--- config.mk ---
export PLATFORM = sky130hd
export DESIGN_NAME = timer_ctrl_seq
export DESIGN_NICKNAME = d
export VERILOG_FILES = /design/src/rtl/tmr_seq_pkg.sv /design/src/rtl/tmr_apb_xfer.sv /design/src/rtl/timer_ctrl_seq.sv
export SDC_FILE = /design/constraint.sdc
export NUM_CORES = 1
export LEC_CHECK = 0
export BUFFER_PORTS_ARGS = -buffer_cell sky130_fd_sc_hd__buf_2
export CORE_MARGIN = 1.5
export CORE_UTILIZATION = 49
export DETAILED_ROUTE_END_ITERATION = 16
export GPL_TIMING_DRIVEN = 0
export PLACE_DENSITY = 0.9
export SYNTH_ARGS = -nofsm -noshare
export SYNTH_HDL_FRONTEND = slang
export SYNTH_SLANG_ARGS = --single-unit
--- constraint.sdc ---
create_clock -name PCLK -period 2.3 [get_ports PCLK]
set_input_delay 0.23 -clock PCLK [delete_from_list [all_inputs] [get_ports PCLK]]
set_output_delay 0.23 -clock PCLK [all_outputs]
set_load 0.02 [all_outputs]
--- src/rtl/tmr_seq_pkg.sv ---
// Shared types and constants for the timer control sequencer.
// Register map, control/status bit positions, state encodings, error codes.
package tmr_seq_pkg;

    typedef enum logic [2:0] {
        S_IDLE,
        S_WR_TDR,
        S_WR_TCR_LD,
        S_WR_TCR_EN,
        S_GAP,
        S_RD_TSR,
        S_CLR_TSR,
        S_DONE
    } state_e;

    typedef enum logic [1:0] {
        X_IDLE,
        X_SETUP,
        X_ACCESS
    } xfer_e;

    localparam logic [7:0] OFF_TDR = 8'h00;
    localparam logic [7:0] OFF_TCR = 8'h01;
    localparam logic [7:0] OFF_TSR = 8'h02;

    localparam int TCR_LOAD_BIT = 7;
    localparam int TCR_EN_BIT   = 4;
    localparam int TSR_OVF_BIT  = 0;

    localparam logic [7:0] TCR_LOAD = 8'(1 << TCR_LOAD_BIT);
    localparam logic [7:0] TCR_EN   = 8'(1 << TCR_EN_BIT);

    localparam logic [1:0] ERR_OK      = 2'b00;
    localparam logic [1:0] ERR_SLVERR  = 2'b01;
    localparam logic [1:0] ERR_TIMEOUT = 2'b10;

endpackage

--- src/rtl/tmr_apb_xfer.sv ---
// Single APB transfer engine: one SETUP cycle, then ACCESS until PREADY.
// Request fields are latched on acceptance so the bus stays stable.
module tmr_apb_xfer
    import tmr_seq_pkg::*;
#(
    parameter int AW = 12
) (
    input  logic          clk_i,
    input  logic          rst_i,
    input  logic          req_i,
    input  logic [AW-1:0] addr_i,
    input  logic [7:0]    wdata_i,
    input  logic          write_i,
    output logic          ack_o,
    output logic [7:0]    rdata_o,
    output logic          slverr_o,
    output logic          idle_o,
    output logic          psel_o,
    output logic          penable_o,
    output logic          pwrite_o,
    output logic [AW-1:0] paddr_o,
    output logic [31:0]   pwdata_o,
    input  logic          pready_i,
    input  logic [7:0]    prdata_i,
    input  logic          pslverr_i
);

    xfer_e         st_q, st_d;
    logic [AW-1:0] addr_q;
    logic [7:0]    wdata_q;
    logic          write_q;

    always_ff @(posedge clk_i) begin
        if (rst_i) begin
            st_q    <= X_IDLE;
            addr_q  <= '0;
            wdata_q <= '0;
            write_q <= 1'b0;
        end else begin
            st_q <= st_d;
            if (st_q == X_IDLE && req_i) begin
                addr_q  <= addr_i;
                wdata_q <= wdata_i;
                write_q <= write_i;
            end
        end
    end

    always_comb begin
        st_d  = st_q;
        ack_o = 1'b0;
        unique case (st_q)
            X_IDLE:   if (req_i) st_d = X_SETUP;
            X_SETUP:  st_d = X_ACCESS;
            X_ACCESS: begin
                if (pready_i) begin
                    st_d  = X_IDLE;
                    ack_o = 1'b1;
                end
            end
            default:  st_d = X_IDLE;
        endcase
    end

    assign slverr_o  = ack_o & pslverr_i;
    assign rdata_o   = prdata_i;
    assign idle_o    = (st_q == X_IDLE);
    assign psel_o    = (st_q != X_IDLE);
    assign penable_o = (st_q == X_ACCESS);
    assign pwrite_o  = write_q;
    assign paddr_o   = addr_q;
    assign pwdata_o  = {24'h0, wdata_q};

endmodule

--- src/rtl/timer_ctrl_seq.sv ---
// Timer bring-up sequencer: load TDR, load+enable via TCR, poll TSR, clear.
// Optional poll timeout enabled by defining TMR_SEQ_TIMEOUT_EN.
module timer_ctrl_seq
    import tmr_seq_pkg::*;
#(
    parameter int                        APB_ADDR_WIDTH = 12,
    parameter logic [APB_ADDR_WIDTH-1:0] TIMER_BASE     = 12'h000,
    parameter int                        POLL_GAP       = 8,
    parameter logic [15:0]               MAX_POLLS      = 16'd1024
) (
    input  logic                      PCLK,
    input  logic                      PRESET,
    input  logic                      start,
    input  logic [7:0]                init_value,
    input  logic                      abort,
    output logic                      busy,
    output logic                      done,
    output logic                      ovf_seen,
    output logic [1:0]                err,
    output logic                      PSEL,
    output logic                      PENABLE,
    output logic                      PWRITE,
    output logic [APB_ADDR_WIDTH-1:0] PADDR,
    output logic [31:0]               PWDATA,
    input  logic [7:0]                PRDATA,
    input  logic                      PREADY,
    input  logic                      PSLVERR
);

    localparam logic [7:0] GAP_LAST = 8'(POLL_GAP - 1);

    if (POLL_GAP < 1 || POLL_GAP > 255 || MAX_POLLS == 16'd0) begin : g_bad_param
        $error("timer_ctrl_seq: POLL_GAP or MAX_POLLS out of range");
    end

    state_e     state_q, state_d;
    logic [7:0] tdr_q, tdr_d;
    logic [7:0] gap_q, gap_d;
    logic       ovf_q, ovf_d;
    logic [1:0] err_q, err_d;

    logic       is_xfer;
    logic       x_req, x_write, x_ack, x_slverr, x_idle;
    logic [7:0] x_off, x_wdata, x_rdata;
    logic       unused_rdata;

`ifdef TMR_SEQ_TIMEOUT_EN
    logic [15:0] poll_q, poll_d;
`endif

    always_ff @(posedge PCLK) begin
        if (PRESET) begin
            state_q <= S_IDLE;
            tdr_q   <= '0;
            gap_q   <= '0;
            ovf_q   <= 1'b0;
            err_q   <= ERR_OK;
`ifdef TMR_SEQ_TIMEOUT_EN
            poll_q  <= '0;
`endif
        end else begin
            state_q <= state_d;
            tdr_q   <= tdr_d;
            gap_q   <= gap_d;
            ovf_q   <= ovf_d;
            err_q   <= err_d;
`ifdef TMR_SEQ_TIMEOUT_EN
            poll_q  <= poll_d;
`endif
        end
    end

    // GAP presets the TSR read so its last idle cycle issues the request
    always_comb begin
        is_xfer = 1'b1;
        x_off   = OFF_TDR;
        x_wdata = '0;
        x_write = 1'b1;
        unique case (state_q)
            S_WR_TDR:    x_wdata = tdr_q;
            S_WR_TCR_LD: begin
                x_off   = OFF_TCR;
                x_wdata = TCR_LOAD;
            end
            S_WR_TCR_EN: begin
                x_off   = OFF_TCR;
                x_wdata = TCR_EN;
            end
            S_RD_TSR: begin
                x_off   = OFF_TSR;
                x_write = 1'b0;
            end
            S_GAP: begin
                is_xfer = 1'b0;
                x_off   = OFF_TSR;
                x_write = 1'b0;
            end
            S_CLR_TSR:   x_off = OFF_TSR;
            default:     is_xfer = 1'b0;
        endcase
    end

    always_comb begin
        state_d = state_q;
        tdr_d   = tdr_q;
        gap_d   = gap_q;
        ovf_d   = ovf_q;
        err_d   = err_q;
        x_req   = 1'b0;
`ifdef TMR_SEQ_TIMEOUT_EN
        poll_d  = poll_q;
`endif
        if (is_xfer) begin
            if (x_idle) begin
                if (abort) state_d = S_IDLE;
                else       x_req   = 1'b1;
            end else if (x_ack) begin
                if (state_q == S_RD_TSR && !x_slverr && x_rdata[TSR_OVF_BIT])
                    ovf_d = 1'b1;
                if (abort) begin
                    state_d = S_IDLE;
                end else if (x_slverr) begin
                    state_d = S_DONE;
                    err_d   = ERR_SLVERR;
                end else begin
                    unique case (state_q)
                        S_WR_TDR:    state_d = S_WR_TCR_LD;
                        S_WR_TCR_LD: state_d = S_WR_TCR_EN;
                        S_WR_TCR_EN: begin
                            state_d = S_GAP;
                            gap_d   = '0;
                        end
                        S_RD_TSR: begin
                            if (x_rdata[TSR_OVF_BIT]) begin
                                state_d = S_CLR_TSR;
                            end else begin
`ifdef TMR_SEQ_TIMEOUT_EN
                                poll_d = poll_q + 16'd1;
                                if (poll_d >= MAX_POLLS) begin
                                    state_d = S_DONE;
                                    err_d   = ERR_TIMEOUT;
                                end else begin
                                    state_d = S_GAP;
                                    gap_d   = '0;
                                end
`else
                                state_d = S_GAP;
                                gap_d   = '0;
`endif
                            end
                        end
                        S_CLR_TSR: begin
                            state_d = S_DONE;
                            err_d   = ERR_OK;
                        end
                        default: ;
                    endcase
                end
            end
        end else begin
            unique case (state_q)
                S_IDLE: begin
                    if (start) begin
                        state_d = S_WR_TDR;
                        tdr_d   = init_value;
                        ovf_d   = 1'b0;
                        err_d   = ERR_OK;
`ifdef TMR_SEQ_TIMEOUT_EN
                        poll_d  = '0;
`endif
                    end
                end
                S_GAP: begin
                    if (abort) begin
                        state_d = S_IDLE;
                    end else if (gap_q == GAP_LAST) begin
                        x_req   = 1'b1;
                        state_d = S_RD_TSR;
                    end else begin
                        gap_d = gap_q + 8'd1;
                    end
                end
                S_DONE:  state_d = S_IDLE;
                default: ;
            endcase
        end
    end

    tmr_apb_xfer #(
        .AW(APB_ADDR_WIDTH)
    ) u_xfer (
        .clk_i     (PCLK),
        .rst_i     (PRESET),
        .req_i     (x_req),
        .addr_i    (TIMER_BASE + APB_ADDR_WIDTH'(x_off)),
        .wdata_i   (x_wdata),
        .write_i   (x_write),
        .ack_o     (x_ack),
        .rdata_o   (x_rdata),
        .slverr_o  (x_slverr),
        .idle_o    (x_idle),
        .psel_o    (PSEL),
        .penable_o (PENABLE),
        .pwrite_o  (PWRITE),
        .paddr_o   (PADDR),
        .pwdata_o  (PWDATA),
        .pready_i  (PREADY),
        .prdata_i  (PRDATA),
        .pslverr_i (PSLVERR)
    );

    assign unused_rdata = ^x_rdata;

    assign busy     = (state_q != S_IDLE);
    assign done     = (state_q == S_DONE);
    assign ovf_seen = ovf_q;
    assign err      = err_q;

endmodule

== Word-level counts from Yosys, hierarchy flattened ==
Index checks and enable logic that the tools add are counted.
W data, S select, Z words.
Storage, ports and cells
  register bits: 41
  word-level logic and storage cells: 113
  output and inout bits: 52
  input port bits: 22
Operators by class
  bitwise gates (word level): 2
  add/subtract/negate cells: 1
  mux-type cells: 51
  equality and inequality tests: 28
  reductions and logical operators: 22
Operator list (count)
  $mux W8: 9
  $mux W3: 9
  $pmux W8 S3: 1
  $mux W2: 11
  $mux W1: 16
  $pmux W8 S2: 1
  $pmux W3 S5: 1
  $eq A3 B3 Y1 const B: 4
  $ne A2 B1 Y1 const B: 6
  $reduce_and A6 Y1: 2
  $ne A3 B1 Y1 const B: 3
  $ne A3 B3 Y1 const B: 3
  $ne A9 B9 Y1 const B: 1
  $pmux W3 S3: 1
  $reduce_and A9 Y1: 1
  $add A8 B1 Y8 const B: 1
  $eq A8 B3 Y1 const B: 1
  $ne A2 B2 Y1 const B: 4
  $reduce_bool A2 Y1: 4
  $eq A3 B2 Y1 const B: 2
  $pmux W2 S3: 1
  $reduce_and A5 Y1: 1
  $reduce_or A5 Y1: 1
  $ne A4 B4 Y1 const B: 1
  other kinds (16): 19

== Depth between registers and ports, before layout ==
Gate-level depths: netlist of run 1.
  word-level depth: 10
  gate-level depth with buffers: 7
  mapped depth without buffers: 6

== By module ==
From an unflattened synthesis of run 1, not the netlist that was laid out.
Unflattened totals
  cells, all modules: 311
  area total of the unflattened synthesis: 2603.7 sq um
By module, submodules not included
  timer_ctrl_seq: area an instance 1305.0 sq um, cells an instance 176, instances 1, seq. area each 420.4 sq um
  tmr_apb_xfer: area an instance 1298.7 sq um, cells an instance 135, instances 1, seq. area each 460.4 sq um

== Worst setup path after synthesis of run 1 ==
No wires, ideal clock.
  path type: register to register
  from: reg state_q[0]
  to: reg u_xfer.write_q (netlist: u_xfer.pwrite_o)
  arrival time: 1.677 ns
  period minus slack after synthesis: 1.765 ns
  data required time: 2.212 ns
  setup time: 0.088 ns
  stages on the path, launching flop included: 8
  path buffers: 2
  path slack: 0.535 ns
  cells stage by stage: dfxtp_1 buf_2 and3_1 or3_4 a21oi_2 buf_4 nor2_1 a311oi_2
Between the ends
  word-level cells in the longest chain between the ends: 5
  elaborated cells on any way between the ends: 13
  classes of those cells: eq/ne: 6; mux: 4; reduce/logical: 3
Ends and longest elaborated chain
  from (decl): RTL line timer_ctrl_seq.sv:36  | state_e state_q, state_d;
  from (signal assigned): RTL line timer_ctrl_seq.sv:62  | state_q <= state_d;
  $eq A3 B3 Y1 (tied with other cells): RTL line timer_ctrl_seq.sv:79  | unique case (state_q)
  $reduce_or A5 Y1 (no source line)
  $mux W1: RTL line timer_ctrl_seq.sv:79
  $mux W1: RTL line timer_ctrl_seq.sv:113  | if (is_xfer) begin
  $logic_and A1 B1 Y1: RTL line tmr_apb_xfer.sv:41  | if (st_q == X_IDLE && req_i) begin
  to (signal assigned): RTL line tmr_apb_xfer.sv:44  | write_q <= write_i;
  to (decl): RTL line tmr_apb_xfer.sv:31  | logic write_q;
Parallel ways exist; a longest one is shown, timed or not.
A chain may end at the register's enable or synchronous reset.

== Worst setup path after layout of run 1 ==
  from: reg gap_q[0]
  to: reg u_xfer.wdata_q[7]
Between the ends
  word-level cells in the longest chain between the ends: 6
Ends and longest elaborated chain
  from (decl): RTL line timer_ctrl_seq.sv:38  | logic [7:0] gap_q, gap_d;
  from (signal assigned): RTL line timer_ctrl_seq.sv:64  | gap_q <= gap_d;
  $eq A8 B3 Y1: RTL line timer_ctrl_seq.sv:176  | end else if (gap_q == GAP_LAST) begin
  $mux W1: RTL line timer_ctrl_seq.sv:176
  $mux W1: RTL line timer_ctrl_seq.sv:174  | if (abort) begin
  $mux W1: RTL line timer_ctrl_seq.sv:161  | unique case (state_q)
  $mux W1: RTL line timer_ctrl_seq.sv:113
  $logic_and A1 B1 Y1: RTL line tmr_apb_xfer.sv:41
  to (signal assigned): RTL line tmr_apb_xfer.sv:43  | wdata_q <= wdata_i;
  to (decl): RTL line tmr_apb_xfer.sv:30  | logic [7:0] wdata_q;
Every way passes these cells.

==> results of run 1 <==
==> cell usage in the layout, fill, tap and decap left out, drive strengths merged, types with 6 or more instances in the layout <==
master	Yosys	layout
nand3	9	9
nor3	6	6
a21oi	17	17
dfxtp	34	34
buf	39	70
nand2	29	29
conb	1	35
clkbuf	5	11
nor2	24	24
mux2i	7	7
o21ai	13	13
inv	6	6
==> worst paths after layout <==
path	start	slack, ns	end
max	gap_q[0]	0.25	u_xfer.wdata_q[7]
min reg2reg	u_xfer.wdata_q[0]	0.45	u_xfer.wdata_q[0]
min	init_value[4]	0.17	tdr_q[4]
max reg2reg	gap_q[0]	0.25	u_xfer.wdata_q[7]
==> cell families after synthesis <==
family | after synthesis | synth area share, %
mux | 7 | 3.62
compound gates | 44 | 16.3
fa+ha+maj | 2 | 1.16
simple gates | 92 | 24.4
flops | 34 | 35.2
xor+xnor | 5 | 2.27
buf+inv | 50 | 16.8
other cells | 1 | 0.194
==> critical path: stages (launching register included) <==
cell and delay, ns:
dfxtp_1 0.38, ha_1 0.21, nor4bb_1 0.50, nand3_1 0.18
a21oi_2 0.18, buf_4 0.20, mux2i_1 0.22, nor2_1 0.05
==> stage by stage <==
stage          setup slack (ns)  hold slack, ns  area, µm²
3_5_place_dp              0.284           0.440       2280
6_report                  0.248           0.170       2370
4_1_cts                   0.251           0.167       2370
3_3_place_gp              0.394           0.435       2280
5_1_grt                  0.0969           0.165       2370
2_1_floorplan             0.535           0.366       2060
==> layer usage <==
metal,track usage [%],share of wire [%],up-vias
met5,0,0,-
met4,8.33,1.8,0
met3,6.47,5.8,8
met2,36.0,50,59
met1,23.3,43,766
li1,-,-,883
==> area by class of cell <==
class / instances / area, µm² / area share [%]
multi-input combinational: 185 / 1050 / 44.5
sequential: 34 / 681 / 28.7
buffer: 44 / 303 / 12.8
timing repair buffer: 31 / 155 / 6.54
clock buffer: 6 / 82.6 / 3.48
tap: 48 / 60.1 / 2.53
inverter: 6 / 22.5 / 0.950
clock inverter: 2 / 12.5 / 0.528
==> flip-flops by register name, summed over array words and instances, names as in the netlist <==
register and count:
gap_q 8, tdr_q 8, u_xfer.wdata_q 8, state_q 3, u_xfer.paddr_o 2, u_xfer.st_q 2
err 1, ovf_seen 1, u_xfer.pwrite_o 1
==> power breakdown <==
group | internal (mW) | leakage, nW | switching, mW | total (mW)
clock | 0.240 | 0.0472 | 0.219 | 0.459
sequential | 0.640 | 0.276 | 0.0404 | 0.681
combinational | 0.223 | 0.795 | 0.388 | 0.611
==> impl_metrics.json, run 1 <==
{
  "irDropWorstVdd_mv": 0.577,
  "clk_pin_slew_ns": 0.07,
  "wirelength_um": 4020,
  "place.gp.congestion": 0.879,
  "syn_avg_cell_area_um2": 8.23,
  "vias": 1716,
  "tns_ns": 0,
  "required_ns": 2.46,
  "cts_tree": "done",
  "utilization_pct": 63.8,
  "grt_max_degree": 12,
  "synth_most_common_cell": "buf_4",
  "fp.dieArea_mm2": 0.00433,
  "clockBufferDepth": 2,
  "die_h_um": 65.8,
  "finalCriticalPeriod_ns": 2.05,
  "synth_seq_cells": 34,
  "maxCapViolCount": 0,
  "fillCellCount": 354,
  "leakagePower_nw": 1.12,
  "p_per_area_mw_per_mm2": 738,
  "antenna_cells": 0,
  "end_kind": "flip-flop",
  "synth-edff-count": 0,
  "post_cts_buffers": 0,
  "initial_core_util_pct": 52.0,
  "clock-sinks": 34,
  "tritoncts.num_buffers": 5,
  "worst_pin_slew_ns": 0.578,
  "slew_viol_final": 0,
  "synthCells": 235,
  "die_w_um": 65.8,
  "drive_above_1_share_pct": 28.9,
  "nets": 330,
  "grt_pass1_vias": 1598,
  "drt_iter0_drc": 77,
  "coreArea_mm2": 0.00372,
  "synth.top_cell.area_share_pct": 35.2,
  "clkLatencyLatePin_ns": 0.29,
  "worstHoldPathCells": 3,
  "yosysWarnings": 0,
  "place_inst": 348,
  "start_kind": "flip-flop",
  "arrival_ns": 2.22,
  "ys_types": 45,
  "io_buffers": 31,
  "track_usage_pct": 20.7,
  "path_max_fanout": 10,
  "io_pins": 74,
  "min_path_type": "in -> reg",
  "area_delta_synth_final_pct": 22.7,
  "finalSetupViolations": 0,
  "fmax_mhz": 487,
  "ctsHtreeMaxLevel": 2,
  "ys_seq_area_share_pct": 35.2,
  "layout.cells.non_filler": 356,
  "reg2regPathDepth": 7,
  "fin_crit_sh_pct": 89.2,
  "drc": 0,
  "fin_skew_ns": 0.00834,
  "crit_type": "reg -> reg",
  "synth_async_sr_flop_share_pct": 0,
  "cts_hold_buf": 0,
  "grt_overflow_total": 0,
  "synth_commonest_cells": "buf_4 (36), dfxtp_1 (34), nand2_1 (29), nor2_1 (23), a21oi_1 (16)",
  "viasPerCell": 4.82,
  "dp_hpwl_um": 3080,
  "ant_nets": 0,
  "cts-root-buf": "clkbuf_8",
  "wl_per_cell_um": 11.3,
  "dr.pass1.iters": 5,
  "rows": 22,
  "slew-limit-headroom_pct": 61.2,
  "synth_top_cell_by_area": "dfxtp_1",
  "power_mw": 1.75,
  "grt_pass1_wl_um": 6930,
  "antenna_found_initial": 0,
  "hold_viol_final": 0,
  "synth_area_leaders": "dfxtp_1 (35%), buf_4 (14%), nand2_1 (5.6%), nor2_1 (4.5%), a21oi_1 (4.1%)",
  "ctsResizeCount": 0,
  "synthFlopType": "dfxtp_1",
  "synth_area_mm2": 0.00193,
  "status": "complete, no violations",
  "rsz0062_at_grt": "no"
}
Note: power is estimated with default switching activity, not from simulation.
==> inputs of run 2 (changes only) <==
--- a/config.mk
+++ b/config.mk
@@ -7,10 +7,10 @@
 export LEC_CHECK = 0
 export BUFFER_PORTS_ARGS = -buffer_cell sky130_fd_sc_hd__buf_2
 export CORE_MARGIN = 1.5
-export CORE_UTILIZATION = 49
+export CORE_UTILIZATION = 40
 export DETAILED_ROUTE_END_ITERATION = 16
 export GPL_TIMING_DRIVEN = 0
-export PLACE_DENSITY = 0.9
+export PLACE_DENSITY = 0.77
 export SYNTH_ARGS = -nofsm -noshare
 export SYNTH_HDL_FRONTEND = slang
 export SYNTH_SLANG_ARGS = --single-unit
==> run 2 against run 1 <==
Setup slack improved by 0.091 ns. Largest power group unchanged. Via count is 1.9% lower. Global-route usage shrank 4.5 points. Critical path depth unchanged.
==> impl_metrics.json, run 2 (synthesized netlist as in run 1, its figures left out) <==
{
  "status": "complete, no violations",
  "switching_share_pct": 37.6,
  "finalSetupViolations": 0,
  "end_kind": "flip-flop",
  "required_ns": 2.46,
  "dp_hpwl_um": 2980,
  "coreArea_mm2": 0.00469,
  "leakagePower_nw": 1.12,
  "grt_max_degree": 11,
  "antenna_found_initial": 0,
  "ctsHtreeMaxLevel": 2,
  "io_buffers": 31,
  "ant_nets": 0,
  "fmax_mhz": 510,
  "grt_pass1_vias": 1500,
  "cp_cell_sequence": "ha_1, nor4bb_1, nand3_1, a21oi_2, buf_4, mux2i_1, nor2_1",
  "clock_power_share_pct": 24.4,
  "tns_ns": 0,
  "antenna_cells": 0,
  "crit_type": "reg -> reg",
  "pwr-share-comb_pct": 35.9,
  "clkLatencyLatePin_ns": 0.29,
  "min_path_type": "in -> reg",
  "ctsResizeCount": 0,
  "vias": 1683,
  "clk_pin_slew_ns": 0.07,
  "die_h_um": 72.5,
  "layout.cells.non_filler": 361,
  "dr.pass1.iters": 4,
  "slew-limit-headroom_pct": 60.6,
  "wirelength_um": 3950,
  "finalCriticalPeriod_ns": 1.96,
  "tritoncts.num_buffers": 5,
  "area_delta_synth_final_pct": 22.2,
  "slew_viol_final": 0,
  "layout_common_cells": "buf_4 (36), conb_1 (35), dfxtp_1 (34), buf_2 (33), nand2_1 (29)",
  "path_max_fanout": 10,
  "fp.dieArea_mm2": 0.00526,
  "clock-sinks": 34,
  "fin_skew_ns": 0.00389,
  "cts-root-buf": "clkbuf_8",
  "start_kind": "flip-flop",
  "rsz0062_at_grt": "no",
  "grt_pass1_wl_um": 6690,
  "cts_hold_buf": 0,
  "nets": 330,
  "post-place-ws_ns": 0.350,
  "worst_pin_slew_ns": 0.586,
  "rows": 25,
  "drc": 0,
  "slowest_stage": "nor4bb_1",
  "irDropWorstVdd_mv": 0.440,
  "layout_commonest_cell": "buf_4",
  "post_cts_buffers": 0,
  "place_inst": 354,
  "top_regs": "gap_q x8, tdr_q x8, u_xfer.wdata_q x8",
  "place.gp.congestion": 0.856,
  "drive_above_1_share_pct": 28.7,
  "max_stage_delay_ns": 0.48,
  "internal_power_mw": 1.07,
  "track_usage_pct": 16.2,
  "drt_iter0_drc": 75,
  "fin_ws_ns": 0.339,
  "grt_overflow_total": 0,
  "viasPerCell": 4.66,
  "io_pins": 74,
  "arrival_ns": 2.12,
  "p_switching_uw": 643,
  "initial_core_util_pct": 41.2,
  "maxCapViolCount": 0,
  "cts_tree": "done",
  "die_w_um": 72.5,
  "wl_per_cell_um": 11.0,
  "fin_crit_sh_pct": 85.3,
  "pwr-share-seq_pct": 39.8,
  "p_per_area_mw_per_mm2": 723,
  "hold_viol_final": 0,
  "clockBufferDepth": 2
}
run 2: layout make-up:
| type | count | area, µm² |
|---|---|---|
| Inverter | 6 | 22.5 |
| Clock inverter | 2 | 10.0 |
| Multi-Input combinational cell | 185 | 1050 |
| Clock buffer | 5 | 68.8 |
| Fill cell | 463 | 2330 |
| Buffer | 44 | 303 |
| Tap cell | 54 | 67.6 |
| Timing Repair Buffer | 31 | 155 |
| Sequential cell | 34 | 681 |
run 2: path summary, 6_finish.rpt:
path	startpoint	endpoint	slack, ns	cells after the start
max	gap_q[0]	u_xfer.wdata_q[7]	0.34	7
max reg2reg	gap_q[0]	u_xfer.wdata_q[7]	0.34	7
min	init_value[6]	tdr_q[6]	0.17	3
min reg2reg	u_xfer.wdata_q[1]	u_xfer.wdata_q[1]	0.44	2
run 2: power groups by stage:
| stage | logic [mW] | clock network [mW] | registers [mW] |
|---|---|---|---|
| after CTS | 0.606 | 0.427 | 0.679 |
| after global placement | 0.598 | 0 | 0.689 |
| after detailed placement | 0.604 | 0 | 0.692 |
| final | 0.613 | 0.417 | 0.679 |
| after global routing | 0.673 | 0.454 | 0.687 |
| after floorplan | 0.470 | 0 | 0.695 |
run 2: layer usage:
layer  track usage [%]  up-vias  part of all wire [%]
met5                 0        -                     0
met4              5.87        0                   1.1
met3              4.17        5                   4.9
met2              27.0       49                    49
met1              20.0      756                    45
li1                  -      873                     -
run 2: critical path, delay by kind of cell (launching register included):
kind	cells	cell delay, ns
AO/OA/AOI/OAI	1	0.18
adder cells (fa/ha/maj)	1	0.20
buffers and inverters	1	0.20
flip-flops	1	0.37
multiplexers	1	0.19
AND/OR/NAND/NOR	3	0.70
run 2: stage by stage:
stage / power (mW) / util [%] / instance area (µm²) / hold slack [ns]
after floorplan: 1.17 / - / 2060 / 0.366
after global placement: 1.29 / 48.7 / 2280 / 0.435
after detailed placement: 1.30 / 48.7 / 2280 / 0.441
after CTS: 1.71 / 50.3 / 2360 / 0.165
after global routing: 1.81 / 50.3 / 2360 / 0.185
final: 1.71 / 50.3 / 2360 / 0.170
==> inputs of run 3 (changes only) <==
--- a/config.mk
+++ b/config.mk
@@ -10,7 +10,7 @@
 export CORE_UTILIZATION = 40
 export DETAILED_ROUTE_END_ITERATION = 16
 export GPL_TIMING_DRIVEN = 0
-export PLACE_DENSITY = 0.77
+export PLACE_DENSITY = 0.8
 export SYNTH_ARGS = -nofsm -noshare
 export SYNTH_HDL_FRONTEND = slang
 export SYNTH_SLANG_ARGS = --single-unit
==> constraint.sdc (replaced) <==
create_clock -name PCLK -period 1.8 [get_ports PCLK]
set_input_delay 0.18 -clock PCLK [delete_from_list [all_inputs] [get_ports PCLK]]
set_output_delay 0.18 -clock PCLK [all_outputs]
set_load 0.02 [all_outputs]
==> run 3 against run 2 <==
Routed wire length is 11% higher. Cell count is 3.3% higher. Highest routed layer unchanged. Largest cell class unchanged. Utilization is 3.9 points higher. Cell area is 7.8% higher.
==> impl_metrics.json, run 3 (synthesized netlist as in run 1, its figures left out) <==
{
  "tritoncts.num_buffers": 5,
  "fin_ws_ns": 0.0461,
  "clk_pin_slew_ns": 0.07,
  "place_inst": 354,
  "post-place-ws_ns": -0.114,
  "irDropWorstVdd_mv": 0.566,
  "status": "complete, no violations",
  "ctsHtreeMaxLevel": 2,
  "nets": 341,
  "slew_viol_final": 0,
  "initial_core_util_pct": 41.2,
  "top_regs": "gap_q x8, tdr_q x8, u_xfer.wdata_q x8",
  "finalSetupViolations": 0,
  "fin_skew_ns": 0.00320,
  "grt_pass1_vias": 1432,
  "leakagePower_nw": 1.18,
  "drc": 0,
  "cts-root-buf": "clkbuf_8",
  "clock_power_share_pct": 25.1,
  "io_pins": 74,
  "layout_commonest_cell": "buf_4",
  "maxCapViolCount": 0,
  "end_kind": "flip-flop",
  "drive_above_1_share_pct": 35.7,
  "grt_pass1_wl_um": 6510,
  "wirelength_um": 4390,
  "layout_common_cells": "buf_4 (46), conb_1 (35), buf_2 (33), nand2_1 (28), dfxtp_1 (28)",
  "viasPerCell": 4.71,
  "coreArea_mm2": 0.00469,
  "drt_iter0_drc": 75,
  "required_ns": 2.03,
  "finalCriticalPeriod_ns": 1.75,
  "rsz0062_at_grt": "yes",
  "p_switching_uw": 879,
  "internal_power_mw": 1.49,
  "max_stage_delay_ns": 0.34,
  "hold_viol_final": 0,
  "track_usage_pct": 16.0,
  "area_delta_synth_final_pct": 31.8,
  "cts_tree": "done",
  "clockBufferDepth": 2,
  "fin_crit_sh_pct": 97.4,
  "fmax_mhz": 570,
  "dr.pass1.iters": 4,
  "vias": 1755,
  "wl_per_cell_um": 11.8,
  "power_mw": 2.36,
  "cts_hold_buf": 0,
  "arrival_ns": 1.98,
  "pwr-share-seq_pct": 37.0,
  "path_max_fanout": 6,
  "slowest_stage": "dfxtp_2",
  "antenna_cells": 0,
  "fillCellCount": 437,
  "ant_nets": 0,
  "grt_overflow_total": 0,
  "fp.dieArea_mm2": 0.00526,
  "switching_share_pct": 37.2,
  "start_kind": "flip-flop",
  "rows": 25,
  "p_per_area_mw_per_mm2": 928,
  "dp_hpwl_um": 3020,
  "die_h_um": 72.5,
  "antenna_found_initial": 0,
  "pwr-share-comb_pct": 37.8,
  "die_w_um": 72.5,
  "grt_max_degree": 12,
  "clkLatencyLatePin_ns": 0.29,
  "cp_cell_sequence": "ha_2, nor4bb_4, buf_4, a21boi_4, o21ai_4, or3_1, a21oi_2",
  "clock-sinks": 34,
  "crit_type": "reg -> reg",
  "place.gp.congestion": 0.822,
  "io_buffers": 31,
  "min_path_type": "in -> reg",
  "layout.cells.non_filler": 373
}
-- run 3: worst paths after layout --
kind | startpoint | endpoint | slack [ns] | cells after the start
setup / recovery | gap_q[0] | gap_q[7] | 0.05 | 7
setup reg to reg | gap_q[0] | gap_q[7] | 0.05 | 7
hold / removal | init_value[4] | tdr_q[4] | 0.12 | 3
hold reg to reg | u_xfer.wdata_q[1] | u_xfer.wdata_q[1] | 0.45 | 2
-- run 3: power by group through the flow --
stage               Combinational [mW]  Clock (mW)  Sequential (mW)
floorplan                        0.601           0            0.888
global placement                 0.758           0            0.881
detailed placement               0.771           0            0.884
CTS                              0.792       0.604            0.869
global route                     0.964       0.640            0.882
finish                           0.895       0.595            0.875
-- run 3: layout make-up --
type / instances / area, µm² / share of cell area (%)
flip-flops and latches: 34 / 688 / 27.0
clock buffers: 6 / 82.6 / 3.24
clock inverters: 2 / 12.5 / 0.491
well taps: 54 / 67.6 / 2.65
plain buffers: 44 / 309 / 12.1
inverters: 6 / 22.5 / 0.884
multi-input cells: 185 / 1130 / 44.4
repair buffers: 42 / 235 / 9.23
-- run 3: stage by stage --
step                util [%]  hold WS (ns)  cell area (µm²)  TNS [ns]
finish                  54.3         0.123             2550         0
global route            54.3         0.131             2550    -0.132
CTS                     51.7         0.120             2430         0
detailed placement      48.7         0.426             2280    -0.677
global placement        48.7         0.425             2280    -0.494
floorplan                  -         0.316             2060         0
-- run 3: routing by layer --
layer	track usage (%)	part of all wire (%)
met1	19.2	42
met2	27.2	51
met3	4.72	5.9
met4	5.24	1.7
met5	0	0
-- run 3: what timing repair did --
action | in CTS | in global routing
resized for setup | 8 | 15
pin swaps | 1 | 8
setup buffers | 1 | 9
endpoints found under the setup margin | 17 | 16
gates cloned | 0 | 1
-- run 3: critical path, delay by kind of cell (launching register included) --
family,cells,cell delay [ns]
and+or+nand+nor,2,0.50
AOI/OAI and AO/OA,3,0.50
DFF,1,0.34
adders and majority gates,1,0.20
buffers and inverters,1,0.16
